==> src/rtl/jtag_master.sv <==
// Host-side JTAG initiator: walks the target TAP from Run-Test/Idle through
// IR/DR scans, TAP reset or idle clocking, and returns the captured TDO bits.
module jtag_master #(
  parameter int unsigned CLK_DIV = 2
) (
  input  logic        clk,
  input  logic        TLR,
  input  logic        cmd_valid,
  output logic        cmd_ready,
  input  logic [1:0]  cmd_op,
  input  logic [5:0]  cmd_len,
  input  logic [31:0] cmd_data,
  output logic        rsp_valid,
  output logic [31:0] rsp_data,
  output logic        busy,
  output logic        tck,
  output logic        tms,
  output logic        tdi,
  input  logic        tdo
);

  localparam int unsigned   DW       = (CLK_DIV > 1) ? $clog2(CLK_DIV) : 1;
  localparam logic [DW-1:0] DIV_LAST = DW'(CLK_DIV - 1);

  typedef enum logic [2:0] {S_IDLE, S_HEAD, S_SHIFT, S_TAIL, S_RESP} state_t;

  state_t        r_state, w_state_nxt;
  logic [1:0]    r_op;
  logic [5:0]    r_len;
  logic [31:0]   r_data;
  logic [31:0]   r_cap;
  logic [31:0]   r_rsp_data;
  logic [DW-1:0] r_div;
  logic          r_hi;
  logic [5:0]    r_idx;
  logic          r_tms_hold;

  logic          w_active, w_accept, w_phase_end, w_pulse_end, w_sample;
  logic          w_scan, w_last, w_tms_cur;
  logic [5:0]    w_eff_len, w_phase_cnt;

  // Handshake, status, pin drive and pulse-phase decode
  always_comb begin
    w_active    = (r_state == S_HEAD) || (r_state == S_SHIFT) || (r_state == S_TAIL);
    cmd_ready   = (r_state == S_IDLE) || (r_state == S_RESP);
    busy        = w_active;
    rsp_valid   = (r_state == S_RESP);
    rsp_data    = r_rsp_data;
    tck         = w_active && r_hi;
    w_accept    = cmd_valid && cmd_ready;
    w_phase_end = (r_div == DIV_LAST);
    w_pulse_end = w_active && r_hi && w_phase_end;
    w_sample    = w_active && !r_hi && w_phase_end;
    w_scan      = (r_op == 2'b01) || (r_op == 2'b10);
    w_eff_len   = (cmd_len == 6'd0) ? 6'd1 : ((cmd_len > 6'd32) ? 6'd32 : cmd_len);

    w_phase_cnt = 6'd0;
    w_tms_cur   = 1'b0;
    case (r_state)
      S_HEAD: begin
        case (r_op)
          2'b00:   begin w_phase_cnt = 6'd6; w_tms_cur = (r_idx < 6'd5); end
          2'b01:   begin w_phase_cnt = 6'd4; w_tms_cur = (r_idx < 6'd2); end
          default: begin w_phase_cnt = 6'd3; w_tms_cur = (r_idx == 6'd0); end
        endcase
      end
      S_SHIFT: begin
        w_phase_cnt = r_len;
        w_tms_cur   = w_scan && (r_idx == r_len - 6'd1);
      end
      S_TAIL: begin
        w_phase_cnt = 6'd2;
        w_tms_cur   = (r_idx == 6'd0);
      end
      default: ;
    endcase
    w_last = (r_idx == w_phase_cnt - 6'd1);

    // between commands tms parks at its last driven level
    tms = w_active ? w_tms_cur : r_tms_hold;
    // op 11 loads zero data, so tdi stays low for idle clocking
    tdi = (r_state == S_SHIFT) && r_data[0];
  end

  // Next-state: step to the next non-empty phase at the end of its last pulse
  always_comb begin
    w_state_nxt = r_state;
    case (r_state)
      S_IDLE, S_RESP: begin
        if (w_accept) w_state_nxt = (cmd_op == 2'b11) ? S_SHIFT : S_HEAD;
        else          w_state_nxt = S_IDLE;
      end
      S_HEAD:  if (w_pulse_end && w_last) w_state_nxt = (r_op == 2'b00) ? S_RESP : S_SHIFT;
      S_SHIFT: if (w_pulse_end && w_last) w_state_nxt = w_scan ? S_TAIL : S_RESP;
      S_TAIL:  if (w_pulse_end && w_last) w_state_nxt = S_RESP;
      default: w_state_nxt = S_IDLE;
    endcase
  end

  // State register
  always_ff @(posedge clk) begin
    if (TLR) r_state <= S_IDLE;
    else     r_state <= w_state_nxt;
  end

  // Command latch, TCK phase counter, shift/capture datapath and response
  always_ff @(posedge clk) begin
    if (TLR) begin
      r_op       <= '0;
      r_len      <= '0;
      r_data     <= '0;
      r_cap      <= '0;
      r_rsp_data <= '0;
      r_div      <= '0;
      r_hi       <= 1'b0;
      r_idx      <= '0;
      r_tms_hold <= 1'b1;
    end else begin
      if (w_accept) begin
        r_op       <= cmd_op;
        r_len      <= w_eff_len;
        r_data     <= (cmd_op == 2'b11) ? '0 : cmd_data;
        r_cap      <= '0;
        r_div      <= '0;
        r_hi       <= 1'b0;
        r_idx      <= '0;
        // every complete command leaves tms low
        r_tms_hold <= 1'b0;
      end else if (w_active) begin
        if (w_phase_end) begin
          r_div <= '0;
          r_hi  <= ~r_hi;
        end else begin
          r_div <= r_div + 1'b1;
        end
        if (w_sample && (r_state == S_SHIFT) && w_scan)
          r_cap[r_idx[4:0]] <= tdo;
        if (w_pulse_end) begin
          r_idx <= w_last ? 6'd0 : r_idx + 6'd1;
          if (r_state == S_SHIFT) r_data <= r_data >> 1;
        end
        if (w_state_nxt == S_RESP) r_rsp_data <= r_cap;
      end
    end
  end

endmodule

==> config.mk <==
export PLATFORM = sky130hd
export DESIGN_NAME = jtag_master
export DESIGN_NICKNAME = d
export VERILOG_FILES = /design/src/rtl/jtag_master.sv
export SDC_FILE = /design/constraint.sdc
export NUM_CORES = 1
export LEC_CHECK = 0
export CAP_MARGIN = 20
export CORE_MARGIN = 2
export CORE_UTILIZATION = 50
export DETAILED_ROUTE_END_ITERATION = 7
export PLACE_DENSITY = 0.75
export SYNTH_ARGS = -nofsm -noshare
export SYNTH_HDL_FRONTEND = slang
export SYNTH_SLANG_ARGS = --single-unit
==> constraint.sdc <==
create_clock -name clk -period 7 [get_ports clk]
set_clock_uncertainty 0.2 [all_clocks]
set_input_delay 0.7 -clock clk [delete_from_list [all_inputs] [get_ports clk]]
set_output_delay 0.7 -clock clk [all_outputs]
set_load 0.005 [all_outputs]
==> impl_metrics.csv, run 1 <==
group,metric,value,unit
status,outcome,"finished clean",
power,p_clk_share,51.9,%
final_layout,n_fill_cell,980,
power,p_sw_share,22.58,%
final_layout,seqCellArea,2322,um^2
route,drtIter0Drc,242,
timing,worst_pin_slew,903.5,ps
synthesis,synth_cells,716,
clocking,cts_root_buffer,"clkbuf_16",
timing,setup_viol,0,
clocking,cts.sinks,116,
timing,tns,0,ps
timing,min_period,3954,ps
clocking,holdBufCountCts,0,
synthesis,syn_avg_cell_area,8.121,um^2
synthesis,synth.cell_area,5814,um^2
power,vdd_drop_max,0.0002072,V
timing,slew_headroom,39.77,%
clocking,cts_setup_buffers,0,
clocking,cts_made_buffers,17,
die,boundaryPins,82,
grt,overflow,0,
power,p_int,1415,uW
clocking,htreeDepth,4,
synthesis,yosysWarnings,0,
clocking,cts_resized,0,
synthesis,ys_types,56,
die,die_h,111.8,um
power,seq_power_share,38.4,%
grt,grt_max_degree,111,
final_layout,n_antenna_cell,0,
worst_setup_path,crit_required,7130,ps
timing,rsz0062_at_grt,"false",
worst_setup_path,criticalPathCategory,"reg -> reg",
final_layout,fin_util,63.72,%
final_layout,area_delta_synth_final,24.60,%
placed_design,gp_congestion,0.8227,
run,drv_cap,0,
die,die-area,12510,um^2
clocking,cts_tree,"done",
die,num_rows,39,
grt,grt_pass1_wl,21710,um
power,power,1828,uW
timing,final-hold-violation-count,0,
synthesis,synth-edff-count,0,
synthesis,ys_ff_latch,116,
grt,grt_usage,21.18,%
synthesis,async_flop_share,0,%
synthesis,synth.yosys.seq_area_share,39.94,%
timing,fmax,0.2529,GHz
worst_setup_path,cp_max_fo,6,
timing,finalCritPeriodShare,56.49,%
timing,slew_violations,0,
clocking,clk-insertion-delay-late,420,ps
route,first_pass_iters,5,
route,routedWlPerCell,14.22,um
synthesis,synthFlopType,"dfxtp_1",
placed_design,place_ws,3058,ps
worst_setup_path,cp-end-kind,"flip-flop",
final_layout,multi_input_area,3173,um^2
power,pwr-share-comb,9.7,%
grt,grt_pass1_vias,4723,
worst_hold_path,hold_class,"reg -> reg",
final_layout,final_cell_mix,"nand2_1, dfxtp_1, clkdlybuf4s50_1",
route,via_per_inst,5.481,
synthesis,syn_nets,770,
final_layout,drive_gt1_share,6.452,%
worst_setup_path,startpoint_type,"flip-flop",
die,start_util,51.14,%
clocking,cts_buffer_depth,2,
route,dr_total_vias,5032,
placed_design,dp_hpwl,8521,um
power,power_leakage,0.002370,uW
worst_setup_path,cp.arrival,4080,ps
clocking,path_clk_slew,50,ps
die,fp.dieW,111.8,um
power,p_switching,412.7,uW
grt,antenna_found_initial,0,
route,drt-total-wl,13060,um
route,drc,0,
power,power.density,252.3,nW/um^2
placed_design,io_buffers,81,
final_layout,finish.net_count,816,
die,core,11370,um^2
route,ant_nets,0,
final_layout,layout.cells.most_common,"nand2_1",
timing,layout_setup_ws,3046,ps
[worst max-delay path, cell delays in order, from the launching register on]
cell and delay (ps):
dfxtp_1 370, inv_1 60, ha_1 250, or4b_1 480
a21oi_1 210, inv_1 70, ha_1 260, and3b_1 200
o2111a_1 120, nor3_1 260, nand3_1 230, a2111oi_2 590
mux2_4 350, a221oi_2 210
[metal layers]
| layer | vias to the layer above | track usage, % | share of wire (%) | routed length [um] |
|---|---|---|---|---|
| met5 | - | 0 | 0 | 0 |
| met1 | 2339 | 26.13 | 46 | 6015 |
| li1 | 2551 | - | - | - |
| met4 | 0 | 8.560 | 1.9 | 247 |
| met2 | 124 | 35.03 | 48 | 6204 |
| met3 | 18 | 5.879 | 4.5 | 590 |
[stage by stage]
stage | hold WS (ps) | std cells | cell area [um^2]
2_1_floorplan | 227.3 | 716 | 5814
3_3_place_gp | 236.2 | 885 | 6574
3_5_place_dp | 245.2 | 885 | 6574
4_1_cts | 256.7 | 917 | 7229
5_1_grt | 268.8 | 918 | 7244
6_report | 255.2 | 918 | 7244
[final timing paths]
| kind | startpoint | to | slack (ps) | cells past startpoint |
|---|---|---|---|---|
| setup / recovery | r_op[0] | r_state[0] | 3050 | 13 |
| hold / removal | r_tms_hold | r_tms_hold | 260 | 1 |
| setup reg to reg | r_op[0] | r_state[0] | 3050 | 13 |
| hold reg to reg | r_tms_hold | r_tms_hold | 260 | 1 |
[cells in the mapped netlist (11+ instances only)]
cell type,number,area [um^2]
inv_1,11,41.29
a311oi_1,31,271.5
mux2i_1,32,320.3
nand2_1,121,454.2
xnor2_1,11,96.34
dfxtp_1,116,2322
a21oi_1,47,235.2
nand3_1,71,355.3
nand2b_1,70,437.9
clkbuf_1,42,157.7
nor2_1,44,165.2
[final cells by class]
class / instances / area share [%]
Clock inverter: 8 / 1.986
Multi-Input combinational cell: 527 / 43.80
Inverter: 11 / 0.5699
Sequential cell: 116 / 32.06
Timing Repair Buffer: 89 / 12.06
Tap cell: 143 / 2.470
Clock buffer: 24 / 7.064
[state kept, by name, summed over array words and instances (netlist names)]
name and flops:
r_cap 32, r_data 32, r_hi 1, r_op 2, r_state 3, r_len 6, r_tms_hold 1, r_idx 6
r_div 1, rsp_data 32
[cell families after synthesis]
group           count (synthesis)  synth area share [%]
xor+xnor                       18                 2.711
flops                         116                 39.94
fa+ha+maj                      10                 2.152
buf+inv                        73                 5.616
simple gates                  356                 30.39
compound gates                110                 13.43
mux                            33                 5.767
[power by group through the flow]
stage / combinational (uW) / clock (uW) / sequential (uW)
after floorplan: 126 / 0 / 709
after global placement: 171 / 0 / 715
after detailed placement: 175 / 0 / 716
after CTS: 176 / 962 / 702
after global routing: 195 / 992 / 706
final: 176 / 949 / 703
(Power assumes the default switching activity.)
==> inputs of run 2 (changes only) <==
--- a/config.mk
+++ b/config.mk
@@ -9,7 +9,7 @@
 export CORE_MARGIN = 2
 export CORE_UTILIZATION = 50
 export DETAILED_ROUTE_END_ITERATION = 7
-export PLACE_DENSITY = 0.75
+export PLACE_DENSITY = 0.78
 export SYNTH_ARGS = -nofsm -noshare
 export SYNTH_HDL_FRONTEND = slang
 export SYNTH_SLANG_ARGS = --single-unit
==> constraint.sdc (replaced) <==
create_clock -name clk -period 3.2 [get_ports clk]
set_clock_uncertainty 0.2 [all_clocks]
set_input_delay 0.32 -clock clk [delete_from_list [all_inputs] [get_ports clk]]
set_output_delay 0.32 -clock clk [all_outputs]
set_load 0.005 [all_outputs]
==> run 2 against run 1 <==
Effect of this change: the run now ends with negative setup slack left; combinational power grew to 2.6 times the previous value; register-to-register slack worse by 3300 ps; sequential share of layout area down 1.2 points; first-iteration DRC count increased by 32%; utilization is 2.6 points higher.
==> impl_metrics.csv, run 2 (synthesis results as in run 1) <==
group,metric,value,unit
worst_setup_path,cp_max_fo,3,
route,drtIter0Drc,319,
timing,worst_pin_slew,872.6,ps
status,violations,"negative setup slack",
route,first_pass_iters,4,
route,ant_nets,0,
clocking,cts_root_buffer,"clkbuf_16",
route,dr_total_vias,5255,
final_layout,final_cell_mix,"nand2_1, dfxtp_1, clkdlybuf4s50_1",
grt,grt_pass1_vias,5031,
die,die-area,12510,um^2
worst_setup_path,crit_required,3320,ps
timing,final-hold-violation-count,0,
worst_setup_path,critPathTopFamily,"simple AND/OR/NAND/NOR gates",
clocking,htreeDepth,4,
grt,grt_usage,23.13,%
worst_setup_path,max_stage_delay,520,ps
final_layout,layout.cells.most_common,"nand2_1",
power,power,3641,uW
placed_design,place_inst,903,
power,power_leakage,0.002475,uW
die,die_h,111.8,um
clocking,cts_made_buffers,17,
final_layout,drive_gt1_share,11.88,%
clocking,cts.sinks,116,
timing,slew_violations,0,
worst_setup_path,cp_common_cell,"ha_4",
worst_setup_path,critPathBufInv,2,
grt,grt_max_degree,64,
clocking,cts_tree,"done",
grt,grt_pass1_wl,23870,um
final_layout,fin_util,66.27,%
worst_hold_path,hold_class,"reg -> reg",
final_layout,n_antenna_cell,0,
route,routedWlPerCell,15.51,um
power,vdd_drop_max,0.0004052,V
worst_hold_path,hold_path.startpoint,"r_cap[9]",
die,num_rows,39,
final_layout,n_fill_cell,948,
worst_setup_path,cpMaxStageDelayCell,"or4b_4",
status,outcome,"finished, violations left",
timing,rsz0062_at_grt,"true",
final_layout,seqCellArea,2327,um^2
clocking,holdBufCountCts,0,
worst_setup_path,criticalPathCategory,"reg -> reg",
placed_design,dp_hpwl,9063,um
die,fp.dieW,111.8,um
run,drv_cap,0,
placed_design,gp_congestion,0.8365,
die,core,11370,um^2
clocking,path_clk_slew,50,ps
timing,finalCritPeriodShare,108.6,%
clocking,cts_buffer_depth,2,
timing,holdWs,252.4,ps
timing,setup_viol,40,
placed_design,io_buffers,81,
final_layout,finish.net_count,842,
worst_setup_path,r2r_start,"r_op[1]",
timing,slew_headroom,41.70,%
worst_setup_path,cp-startpoint,"r_op[1]",
clocking,clk-insertion-delay-late,410,ps
worst_setup_path,worstPathCellList,"inv_4 -> ha_4 -> or4b_4 -> a21oi_4 -> inv_2 -> ha_4 -> and3b_1 -> o2111a_1 -> nor3_4 -> nand3_4 -> a2111oi_4 -> mux2_4 -> a221oi_2",
timing,tns,-8534,ps
worst_setup_path,cp-end-kind,"flip-flop",
route,via_per_inst,5.573,
timing,fmax,0.2878,GHz
final_layout,multi_input_area,3331,um^2
timing,min_period,3475,ps
final_layout,area_delta_synth_final,29.59,%
power,power.density,483.2,nW/um^2
timing,layout_setup_ws,-274.7,ps
grt,overflow,0,
route,drc,0,
final_layout,fin_cells,943,
die,start_util,51.14,%
worst_setup_path,cp.arrival,3600,ps
die,boundaryPins,82,
grt,antenna_found_initial,0,
route,drt-total-wl,14630,um
worst_setup_path,startpoint_type,"flip-flop",
-- run 2: worst register-to-register path, delay by kind of cell, from the launching register on --
| kind | cells | cell delay (ps) |
|---|---|---|
| and+or+nand+nor | 4 | 1120 |
| AOI/OAI and AO/OA | 4 | 960 |
| DFF | 1 | 340 |
| muxes | 1 | 340 |
| adders and majority gates | 2 | 310 |
| buffers and inverters | 2 | 110 |
-- run 2: per-stage QoR --
| stage | area, um^2 | setup slack (ps) |
|---|---|---|
| after floorplan | 5883 | -92.37 |
| after global placement | 6803 | -106.5 |
| after detailed placement | 6803 | -161.1 |
| after CTS | 7432 | -186.6 |
| after global routing | 7535 | -397.1 |
| final | 7535 | -274.7 |
-- run 2: timing repair --
| item | CTS | global route |
|---|---|---|
| pin swaps | 2 | 11 |
| gates resized for setup | 9 | 16 |
| endpoints found under the setup margin | 39 | 41 |
| cloned | 2 | 1 |
| buffers inserted | 5 | 3 |
| hold endpoints to repair | 0 | 0 |
-- run 2: where the power goes --
| part | internal [uW] | total, uW | switching, uW |
|---|---|---|---|
| clock network | 990 | 1650 | 656 |
| registers | 1500 | 1530 | 33.8 |
| logic | 213 | 463 | 250 |
| total | 2700 | 3640 | 940 |
-- run 2: layer usage --
layer  up-vias  track usage [%]  routed length, um
met5         -                0                  0
met4         0            7.901                224
met3        24            5.389                748
met2       160            39.47               7257
met1      2464            28.77               6397
li1       2607                -                  -
-- run 2: area by class of cell --
class / count / share of cell area (%)
flip-flops and latches: 116 / 30.89
clock inverters: 11 / 0.8469
well taps: 143 / 2.375
multi-input cells: 527 / 44.20
clock buffers: 20 / 5.928
inverters: 11 / 0.5812
repair buffers: 115 / 15.18
-- run 2: final timing paths --
| check | to | slack [ps] | depth (start not counted) |
|---|---|---|---|
| setup / recovery | r_state[0] | -270 | 13 |
| hold / removal | r_cap[9] | 250 | 2 |
| setup reg to reg | r_state[0] | -270 | 13 |
| hold reg to reg | r_cap[9] | 250 | 2 |
==> inputs of run 3 (changes only) <==
--- a/config.mk
+++ b/config.mk
@@ -6,8 +6,9 @@
 export NUM_CORES = 1
 export LEC_CHECK = 0
 export CAP_MARGIN = 20
-export CORE_MARGIN = 2
+export CORE_MARGIN = 8
 export CORE_UTILIZATION = 50
+export CTS_BUF_LIST = sky130_fd_sc_hd__clkbuf_8
 export DETAILED_ROUTE_END_ITERATION = 7
 export PLACE_DENSITY = 0.78
 export SYNTH_ARGS = -nofsm -noshare
==> run 3 against run 2 <==
Effect of this change: utilization down 0.88 points; the flow still finishes with violations (negative setup slack); worst setup slack better by 110 ps; non-clock buffer count down 3.
==> impl_metrics.csv, run 3 (synthesis results as in run 1) <==
group,metric,value,unit
status,outcome,"finished, violations left",
status,violations,"negative setup slack",
timing,worst_pin_slew,918.5,ps
clocking,cts_root_buffer,"clkbuf_8",
power,seq_power_share,45.0,%
timing,layout_setup_ws,-164.5,ps
worst_setup_path,critPathTopFamily,"simple AND/OR/NAND/NOR gates",
final_layout,finish.net_count,839,
final_layout,postLayoutCellArea,7435,um^2
grt,antenna_found_initial,0,
clocking,cts_tree,"done",
worst_setup_path,r2r_slack,-160,ps
worst_setup_path,crit_required,3350,ps
final_layout,drive_gt1_share,12.05,%
placed_design,io_buffers,81,
die,fp.dieW,123.8,um
timing,finalCritPeriodShare,105.1,%
clocking,cts_buffer_depth,2,
grt,grt_usage,19.06,%
timing,rsz0062_at_grt,"true",
grt,grt_pass1_vias,4931,
power,vdd_drop_max,0.0002536,V
power,pwr-share-comb,13.2,%
timing,setup_viol,39,
worst_setup_path,startpoint_type,"flip-flop",
timing,min_period,3364,ps
power,p_sw_share,25.74,%
timing,fmax,0.2972,GHz
route,ant_nets,0,
route,met3_length,948,um
worst_hold_path,hold_class,"reg -> reg",
clocking,path_clk_slew,70,ps
placed_design,place_inst,900,
route,drc,0,
route,drt-total-wl,14660,um
die,die_h,123.8,um
timing,final-hold-violation-count,0,
final_layout,fin_cells,940,
clocking,clk-insertion-delay-late,430,ps
clocking,cts.sinks,116,
final_layout,n_antenna_cell,0,
clocking,htreeDepth,4,
final_layout,fin_util,65.39,%
placed_design,dpl-instance-area,6780,um^2
die,core,11370,um^2
power,power.density,456.5,nW/um^2
power,p_switching,873.8,uW
timing,slew_headroom,38.77,%
worst_setup_path,cp_common_cell,"ha_4",
route,dr_total_vias,5189,
route,dr_wl_met2,7047,um
worst_setup_path,worstPathCellList,"inv_4 -> ha_4 -> or4b_4 -> a21oi_2 -> inv_1 -> ha_4 -> and3b_1 -> o2111a_1 -> nor3_4 -> nand3_4 -> a2111oi_4 -> buf_6 -> buf_12 -> mux2i_1",
clocking,cts_made_buffers,17,
placed_design,gp_congestion,0.9063,
worst_setup_path,criticalPathCategory,"reg -> reg",
worst_setup_path,cp_max_fo,8,
placed_design,place_ws,-155.4,ps
worst_setup_path,max_stage_delay,510,ps
route,wl_met1,6434,um
die,boundaryPins,82,
worst_setup_path,cp-end-kind,"flip-flop",
run,drv_cap,0,
final_layout,final_cell_mix,"nand2_1, dfxtp_1, clkdlybuf4s50_1",
final_layout,layout.cells.most_common,"nand2_1",
route,dr.max_layer_used,"met4",
die,die-area,15340,um^2
power,p_clk_share,41.7,%
final_layout,area_delta_synth_final,27.87,%
route,routedWlPerCell,15.60,um
route,via_per_inst,5.520,
clocking,holdBufCountCts,0,
placed_design,dp_hpwl,9240,um
timing,slew_violations,0,
power,power_leakage,0.002430,uW
worst_setup_path,cpMaxStageDelayCell,"or4b_4",
route,first_pass_iters,5,
die,start_util,51.14,%
die,num_rows,39,
worst_setup_path,critPathBufInv,4,
grt,grt_pass1_wl,23720,um
power,p_int,2520,uW
grt,overflow,0,
grt,grt_max_degree,72,
worst_setup_path,cp.arrival,3520,ps
route,drtIter0Drc,372,
run 3: cell types whose count changed in the layout (fill, tap and decap cells not counted), moves of 2 or more:
| cell | before | now |
|---|---|---|
| clkinv_2 | 8 | 4 |
| clkbuf_16 | 18 | 1 |
| bufinv_16 | 0 | 3 |
| dfxtp_1 | 114 | 112 |
| buf_4 | 27 | 22 |
| clkbuf_1 | 2 | 0 |
| dfxtp_2 | 1 | 3 |
| buf_6 | 2 | 4 |
| clkbuf_8 | 1 | 20 |
| inv_1 | 8 | 10 |
| clkinvlp_4 | 2 | 0 |
run 3: power groups by stage:
stage / sequential (uW) / combinational, uW / clock (uW)
after floorplan: 1550 / 289 / 0
after global placement: 1560 / 410 / 0
after detailed placement: 1560 / 422 / 0
after CTS: 1530 / 441 / 1440
after global routing: 1530 / 491 / 1520
final: 1530 / 449 / 1420
run 3: timing repair:
action	4_1_cts	5_1_grt
setup buffers	4	3
setup endpoints to repair	38	42
cloned	2	1
gates resized for setup	15	13
pin swaps	2	2
run 3: layer usage:
| metal | GRT usage, % | vias to the layer above |
|---|---|---|
| li1 | - | 2597 |
| met1 | 23.82 | 2415 |
| met2 | 31.23 | 156 |
| met3 | 5.576 | 21 |
| met4 | 5.568 | 0 |
| met5 | 0 | - |
run 3: worst paths after layout:
check | from | endpoint | cells past startpoint
setup / recovery | r_op[1] | rsp_data[5] | 14
setup reg to reg | r_op[1] | rsp_data[5] | 14
hold reg to reg | r_tms_hold | r_tms_hold | 1
hold / removal | r_tms_hold | r_tms_hold | 1
run 3: cell type report:
cell class                 count  area (um^2)
timing repair buffer         112         1129
inverter                      11        46.29
multi-input combinational    527         3341
clock inverter                11        135.1
tap                          143        178.9
fill                         941         3935
sequential                   116         2330
clock buffer                  20        275.3
run 3: stage by stage:
stage | TNS [ps] | hold slack, ps | total power (uW)
final | -4749 | 253.8 | 3394
after floorplan | -1339 | 227.3 | 1840
after CTS | -1926 | 250.0 | 3410
after global routing | -8864 | 265.1 | 3541
after detailed placement | -3599 | 242.1 | 1981
after global placement | -780.5 | 237.3 | 1966
